$ cat src/rtl/hazard_pkg.sv
// Shared types and limits for the hazard/stall controller and its MUL sequencer.
package hazard_pkg;

  typedef enum logic {
    IDLE     = 1'b0,
    MUL_BUSY = 1'b1
  } mseq_state_e;

  localparam int unsigned MULT_LAT_MIN = 1;
  localparam int unsigned MULT_LAT_MAX = 15;
  localparam int unsigned MCNT_W       = 4;

  // Clamp a requested MUL latency into the range the 4-bit down-counter can cover.
  function automatic int unsigned clamp_lat(input int unsigned lat);
    if (lat < MULT_LAT_MIN) return MULT_LAT_MIN;
    if (lat > MULT_LAT_MAX) return MULT_LAT_MAX;
    return lat;
  endfunction

  // The first EX cycle is spent in IDLE and the last with mcnt==0, hence lat-2.
  function automatic logic [MCNT_W-1:0] mcnt_init(input int unsigned lat);
    if (lat > 1) return MCNT_W'(lat - 2);
    return '0;
  endfunction

endpackage

$ cat src/rtl/hazard_stall_ctrl_if.sv
// Pipeline <-> hazard controller signal bundle; master is the pipeline, slave is the controller.
interface hazard_stall_ctrl_if #(
  parameter int CNT_W = 16
);

  logic [4:0]       id_rs1;
  logic [4:0]       id_rs2;
  logic [4:0]       ex_rd;
  logic             ex_mem_read;
  logic             ex_is_mul;
  logic             ex_branch_taken;

  logic             pc_write;
  logic             if_id_write;
  logic             id_ex_write;
  logic             id_ex_bubble;
  logic             ex_mem_bubble;
  logic             flush_if_id;
  logic             flush_id_ex;
  logic             mult_en;
  logic             mult_done;
  logic [CNT_W-1:0] stall_cnt;
  logic [CNT_W-1:0] flush_cnt;

  modport master (
    output id_rs1, id_rs2, ex_rd, ex_mem_read, ex_is_mul, ex_branch_taken,
    input  pc_write, if_id_write, id_ex_write, id_ex_bubble, ex_mem_bubble,
    input  flush_if_id, flush_id_ex, mult_en, mult_done, stall_cnt, flush_cnt
  );

  modport slave (
    input  id_rs1, id_rs2, ex_rd, ex_mem_read, ex_is_mul, ex_branch_taken,
    output pc_write, if_id_write, id_ex_write, id_ex_bubble, ex_mem_bubble,
    output flush_if_id, flush_id_ex, mult_en, mult_done, stall_cnt, flush_cnt
  );

endinterface

$ cat src/rtl/hazard_stall_ctrl_mult_seq_fsm.sv
// Multi-cycle MUL sequencer: holds the pipeline while a MUL occupies EX for MULT_LAT cycles.
module mult_seq_fsm
  import hazard_pkg::*;
#(
  parameter int unsigned MULT_LAT = 3
) (
  input  logic clk,
  input  logic arst,
  input  logic ex_is_mul,
  output logic mul_stall,
  output logic mult_en,
  output logic mult_done
);

  localparam int unsigned        LAT       = clamp_lat(MULT_LAT);
  localparam logic               MULTI     = (LAT > 1);
  localparam logic [MCNT_W-1:0]  MCNT_INIT = mcnt_init(LAT);

  mseq_state_e       state_q;
  logic [MCNT_W-1:0] mcnt_q;
  logic              in_idle;
  logic              in_busy;
  logic              mcnt_zero;

  always_ff @(posedge clk or posedge arst) begin
    if (arst) begin
      state_q <= IDLE;
      mcnt_q  <= '0;
    end else begin
      case (state_q)
        IDLE: begin
          if (ex_is_mul && MULTI) begin
            state_q <= MUL_BUSY;
            mcnt_q  <= MCNT_INIT;
          end
        end
        MUL_BUSY: begin
          if (mcnt_q == '0) begin
            state_q <= IDLE;
          end else begin
            mcnt_q <= mcnt_q - MCNT_W'(1);
          end
        end
        default: begin
          state_q <= IDLE;
          mcnt_q  <= '0;
        end
      endcase
    end
  end

  // Outputs must react in the same cycle the MUL arrives, so they decode state and input directly.
  always_comb begin
    in_idle   = (state_q == IDLE);
    in_busy   = (state_q == MUL_BUSY);
    mcnt_zero = (mcnt_q == '0);
    mul_stall = (in_idle && ex_is_mul && MULTI) || (in_busy && !mcnt_zero);
    mult_en   = (in_idle && ex_is_mul) || in_busy;
    mult_done = (in_busy && mcnt_zero) || (in_idle && ex_is_mul && !MULTI);
  end

endmodule

$ cat src/rtl/hazard_stall_ctrl.sv
// Pipeline hazard controller: MUL occupancy stall > taken-branch flush > load-use bubble,
// with saturating stall/flush event counters.
module hazard_stall_ctrl
  import hazard_pkg::*;
#(
  parameter int unsigned MULT_LAT = 3,
  parameter int          CNT_W    = 16
) (
  input  logic                clk,
  input  logic                arst,
  hazard_stall_ctrl_if.slave  hz
);

  logic             mul_stall;
  logic             mult_en;
  logic             mult_done;
  logic             load_use;

  logic             pc_write;
  logic             if_id_write;
  logic             id_ex_write;
  logic             id_ex_bubble;
  logic             ex_mem_bubble;
  logic             flush_if_id;
  logic             flush_id_ex;

  logic [CNT_W-1:0] stall_cnt_q;
  logic [CNT_W-1:0] stall_cnt_d;
  logic [CNT_W-1:0] flush_cnt_q;
  logic [CNT_W-1:0] flush_cnt_d;

  mult_seq_fsm #(
    .MULT_LAT (MULT_LAT)
  ) u_mult_seq (
    .clk       (clk),
    .arst      (arst),
    .ex_is_mul (hz.ex_is_mul),
    .mul_stall (mul_stall),
    .mult_en   (mult_en),
    .mult_done (mult_done)
  );

  // x0 is hard-wired zero, so a load targeting it never creates a dependency.
  always_comb begin
    load_use = hz.ex_mem_read && (hz.ex_rd != 5'd0) &&
               ((hz.ex_rd == hz.id_rs1) || (hz.ex_rd == hz.id_rs2));
  end

  always_comb begin
    pc_write      = 1'b1;
    if_id_write   = 1'b1;
    id_ex_write   = 1'b1;
    id_ex_bubble  = 1'b0;
    ex_mem_bubble = 1'b0;
    flush_if_id   = 1'b0;
    flush_id_ex   = 1'b0;
    if (mul_stall) begin
      pc_write      = 1'b0;
      if_id_write   = 1'b0;
      id_ex_write   = 1'b0;
      ex_mem_bubble = 1'b1;
    end else if (hz.ex_branch_taken) begin
      flush_if_id = 1'b1;
      flush_id_ex = 1'b1;
    end else if (load_use) begin
      pc_write     = 1'b0;
      if_id_write  = 1'b0;
      id_ex_bubble = 1'b1;
    end
  end

  always_comb begin
    stall_cnt_d = stall_cnt_q;
    flush_cnt_d = flush_cnt_q;
    if (!pc_write && (stall_cnt_q != '1)) begin
      stall_cnt_d = stall_cnt_q + CNT_W'(1);
    end
    if (flush_if_id && (flush_cnt_q != '1)) begin
      flush_cnt_d = flush_cnt_q + CNT_W'(1);
    end
  end

  always_ff @(posedge clk or posedge arst) begin
    if (arst) begin
      stall_cnt_q <= '0;
      flush_cnt_q <= '0;
    end else begin
      stall_cnt_q <= stall_cnt_d;
      flush_cnt_q <= flush_cnt_d;
    end
  end

  assign hz.pc_write      = pc_write;
  assign hz.if_id_write   = if_id_write;
  assign hz.id_ex_write   = id_ex_write;
  assign hz.id_ex_bubble  = id_ex_bubble;
  assign hz.ex_mem_bubble = ex_mem_bubble;
  assign hz.flush_if_id   = flush_if_id;
  assign hz.flush_id_ex   = flush_id_ex;
  assign hz.mult_en       = mult_en;
  assign hz.mult_done     = mult_done;
  assign hz.stall_cnt     = stall_cnt_q;
  assign hz.flush_cnt     = flush_cnt_q;

endmodule

$ cat src/flat_wrapper.sv
// flat-port wrapper written by rule: the top's interface ports become plain ports
module hazard_stall_ctrl_flat import hazard_pkg::*;
#(
  parameter int unsigned MULT_LAT = 3,
  parameter int          CNT_W    = 16
)
  (clk, arst, hz_id_rs1, hz_id_rs2, hz_ex_rd, hz_ex_mem_read, hz_ex_is_mul, hz_ex_branch_taken, hz_pc_write, hz_if_id_write, hz_id_ex_write, hz_id_ex_bubble, hz_ex_mem_bubble, hz_flush_if_id, hz_flush_id_ex, hz_mult_en, hz_mult_done, hz_stall_cnt, hz_flush_cnt);
  hazard_stall_ctrl_if #(.CNT_W(CNT_W)) hz_i ();
  input  logic clk;
  input  logic arst;
  input wire logic [$bits(hz_i.id_rs1)-1:0] hz_id_rs1;
  input wire logic [$bits(hz_i.id_rs2)-1:0] hz_id_rs2;
  input wire logic [$bits(hz_i.ex_rd)-1:0] hz_ex_rd;
  input wire logic [$bits(hz_i.ex_mem_read)-1:0] hz_ex_mem_read;
  input wire logic [$bits(hz_i.ex_is_mul)-1:0] hz_ex_is_mul;
  input wire logic [$bits(hz_i.ex_branch_taken)-1:0] hz_ex_branch_taken;
  output wire logic [$bits(hz_i.pc_write)-1:0] hz_pc_write;
  output wire logic [$bits(hz_i.if_id_write)-1:0] hz_if_id_write;
  output wire logic [$bits(hz_i.id_ex_write)-1:0] hz_id_ex_write;
  output wire logic [$bits(hz_i.id_ex_bubble)-1:0] hz_id_ex_bubble;
  output wire logic [$bits(hz_i.ex_mem_bubble)-1:0] hz_ex_mem_bubble;
  output wire logic [$bits(hz_i.flush_if_id)-1:0] hz_flush_if_id;
  output wire logic [$bits(hz_i.flush_id_ex)-1:0] hz_flush_id_ex;
  output wire logic [$bits(hz_i.mult_en)-1:0] hz_mult_en;
  output wire logic [$bits(hz_i.mult_done)-1:0] hz_mult_done;
  output wire logic [$bits(hz_i.stall_cnt)-1:0] hz_stall_cnt;
  output wire logic [$bits(hz_i.flush_cnt)-1:0] hz_flush_cnt;
  assign hz_i.id_rs1 = hz_id_rs1;
  assign hz_i.id_rs2 = hz_id_rs2;
  assign hz_i.ex_rd = hz_ex_rd;
  assign hz_i.ex_mem_read = hz_ex_mem_read;
  assign hz_i.ex_is_mul = hz_ex_is_mul;
  assign hz_i.ex_branch_taken = hz_ex_branch_taken;
  assign hz_pc_write = hz_i.pc_write;
  assign hz_if_id_write = hz_i.if_id_write;
  assign hz_id_ex_write = hz_i.id_ex_write;
  assign hz_id_ex_bubble = hz_i.id_ex_bubble;
  assign hz_ex_mem_bubble = hz_i.ex_mem_bubble;
  assign hz_flush_if_id = hz_i.flush_if_id;
  assign hz_flush_id_ex = hz_i.flush_id_ex;
  assign hz_mult_en = hz_i.mult_en;
  assign hz_mult_done = hz_i.mult_done;
  assign hz_stall_cnt = hz_i.stall_cnt;
  assign hz_flush_cnt = hz_i.flush_cnt;
  hazard_stall_ctrl #(.MULT_LAT(MULT_LAT), .CNT_W(CNT_W)) u_core (.clk(clk), .arst(arst), .hz(hz_i));
endmodule
$ cat config.mk
export PLATFORM = sky130hd
export DESIGN_NAME = hazard_stall_ctrl_flat
export DESIGN_NICKNAME = d
export VERILOG_FILES = /design/src/rtl/hazard_pkg.sv /design/src/rtl/hazard_stall_ctrl_if.sv /design/src/rtl/hazard_stall_ctrl_mult_seq_fsm.sv /design/src/rtl/hazard_stall_ctrl.sv /design/src/flat_wrapper.sv
export SDC_FILE = /design/constraint.sdc
export NUM_CORES = 1
export LEC_CHECK = 0
export ABC_AREA = 1
export CAP_MARGIN = 20
export CORE_MARGIN = 4
export CORE_UTILIZATION = 33
export CTS_CLUSTER_DIAMETER = 80
export CTS_CLUSTER_SIZE = 24
export DETAILED_ROUTE_END_ITERATION = 16
export PLACE_DENSITY = 0.62
export SLEW_MARGIN = 20
export SYNTH_ARGS = -nofsm -noshare
export SYNTH_HDL_FRONTEND = slang
export SYNTH_SLANG_ARGS = --single-unit
$ cat constraint.sdc
create_clock -name clk -period 3.7 [get_ports clk]
set_clock_uncertainty 0.2 [all_clocks]
set_input_delay 0.925 -clock clk [delete_from_list [all_inputs] [get_ports clk]]
set_output_delay 0.925 -clock clk [all_outputs]
set_load 0.005 [all_outputs]
==> out/summary.txt <==
Static Leak: 1.60 nW
Slew Viols, Final: 0
Pint: 1.09 mW
slowest cell delay on critical path: 520 ps
crit-path cells: clkdlybuf4s50_1, inv_1, o21ai_4, buf_4, nor2_4, clkdlybuf4s50_1
IO Pins: 61
HPWL after detailed placement: 4250 microns
Worst-Margin Slew: 483 ps
Core ar.: 7210 sq um
maxcap violations: 0
Routed WL: 5600 microns
remaining global-route overflow: 0
share of power burned in combinational logic: 0.444
Setup-failing EPs final: 0
Row Count: 31
CP max stage cell: clkdlybuf4s50_1
Tmin final: 3490 ps
clk_lat worst skew: 290 ps
P&R area growth vs syn: 34.7%
pwr dens: 531 nW/um^2
layout cells sized above 1: 0.0968
DP Area: 3140 sq um
CP endpoint kind: primary output
die span in y: 93.8 microns
CTS Hold Bufs: 0
RSZ-0062 raised after global routing: no
number of DRC markers in iteration 0: 119
H-tree depth: 2
detail-routed via count per cell: 4.52
CTS tree: done
drt pass-1 iters: 5
worst path arrival time: 2370 ps
n_diodes: 0
status: completed
fmax: 286 MHz
Antenna Violating Nets Remaining: 0
Slew HR: 0.678
fin crit share: 0.945
#FFs+latches synth: 37
full die area: 8800 sq um
clk sink count: 37
HP Class: register to register
Clock Path Buffers: 2
Clock Power Share: 0.213
Total GRT Usage: 0.135
CTS root buf: clkbuf_8
Switching Fraction: 0.369
Yosys cell types: 31
Starting Density: 0.337
post-synthesis sequential area ratio: 0.381
syn nets: 358
placed cells: 494
Yosys warnings: 0
wire per inst: 11.1 microns
worst-path fanout max: 4
critical path launch point type: primary input
Syn Area/Cell: 7.25 sq um
Clk pin slew, worst setup/hold paths: 70 ps
antenna violations before repair: 0
largest net degree at the start of global routing: 38
port buffer count: 60
vias in the first global route: 2,160
most used cell, CP: clkdlybuf4s50_1
share of power burned in registers: 0.343
vias: 2,271
Placer Congestion: 0.849
Syn Std Cell Area: 2430 sq um
first-pass GRT wire length: 9730 microns
critical path type: primary input to primary output
Max VDD drop: 0.236 mV
Worst Path Required: 2570 ps
die width: 93.8 microns
Nets: 425
Num CTS Buffers: 5
fin area: 3270 sq um
Non-Filler Instances: 502
switching power: 641 uW
DRC: 0
hold_ws: 299 ps
Fin. Hold Viols: 0
most common cell after layout, fill and taps aside: nand2_1
most frequent cells in the layout: 115 x nand2_1, 52 x clkdlybuf4s50_1, 47 x inv_1
Syn Inst Count: 335
routing by layer:
metal	GRT usage	part of all wire
met4	0.0397	0.010
met5	0	0
met1	0.180	0.47
met3	0.0288	0.058
met2	0.221	0.46
final cells by class:
cell class	count	area, sq um
fillers	768	3940
multi-input cells	243	1260
flip-flops and latches	37	926
repair buffers	66	658
inverters	49	186
well taps	99	124
clock buffers	6	82.6
clock inverters	2	37.5
synth_stat cells (all sizes together):
cell	n	area (sq um)
nand2	123	497
inv	49	186
dfrtp	37	926
nor2	35	161
nand3	34	193
xor2	13	114
nand4	8	50.1
nor3	7	46.3
xnor2	7	61.3
buf	6	60.1
o21ai	6	45.0
ha	3	37.5
o22ai	2	12.5
a21oi	1	5.00
a31oi	1	6.26
nor3b	1	12.5
o211ai	1	7.51
o31ai	1	7.51
path summary, 6_finish.rpt:
check,from,to,slack (ps),depth (start not counted)
worst max-delay path,hz_ex_is_mul,hz_flush_if_id,210,6
worst min-delay path,u_core.u_mult_seq.mcnt_q[0]$_DFFE_PP0P_,u_core.u_mult_seq.mcnt_q[0]$_DFFE_PP0P_,300,1
worst max register to register,u_core.u_mult_seq.mcnt_q[1]$_DFFE_PP0P_,u_core.hz.flush_cnt[9]$_DFFE_PP0P_,1660,12
worst min register to register,u_core.u_mult_seq.mcnt_q[0]$_DFFE_PP0P_,u_core.u_mult_seq.mcnt_q[0]$_DFFE_PP0P_,300,1
max in group asynchronous,arst,u_core.u_mult_seq.mcnt_q[3]$_DFFE_PP0P_,2110,3
min in group asynchronous,arst,u_core.hz.stall_cnt[7]$_DFFE_PP0P_,850,3
cells by family (layout without fill, tap and decap cells):
logic type,Yosys count,in the layout,share of synthesized area
and+or+nand+nor,208,208,0.395
buffers and inverters,55,123,0.101
DFF,37,37,0.381
xor gates and xnor gates,20,20,0.0721
AOI/OAI and AO/OA,12,12,0.0345
adders and majority gates,3,3,0.0155
worst max-delay path, delay by kind of cell:
kind,cells,cell delay (ps)
compound gates,1,80
simple gates,1,120
buf+inv,4,1240
sequential cells by signal (all words and copies together), names as in the netlist:
signal and flops:
u_core.hz.stall_cnt 16, u_core.u_mult_seq.mcnt_q 4, u_core.u_mult_seq.in_busy 1, u_core.hz.flush_cnt 16
power groups by stage:
stage               clock [mW]  combinational (mW)  sequential, mW
finish                   0.370               0.771           0.595
global route             0.401               0.868           0.615
CTS                      0.385               0.789           0.595
detailed placement           0               0.784           0.603
global placement             0               0.774           0.600
floorplan                    0               0.477           0.592
timing repair:
item / CTS / global route
buffers inserted: 0 / 0
gates resized for setup: 2 / 6
setup endpoints to repair: 1 / 2
stage by stage:
| stage | TNS [ps] | power (mW) | setup WS [ps] | utilization |
|---|---|---|---|---|
| after floorplan | 0 | 1.07 | 814 | - |
| after global placement | -32.2 | 1.37 | -32.2 | 0.435 |
| after detailed placement | -46.6 | 1.39 | -46.6 | 0.435 |
| after CTS | 0 | 1.77 | 23.8 | 0.451 |
| after global routing | 0 | 1.88 | 149 | 0.453 |
| final | 0 | 1.74 | 205 | 0.453 |
(Power assumes the default switching activity.)
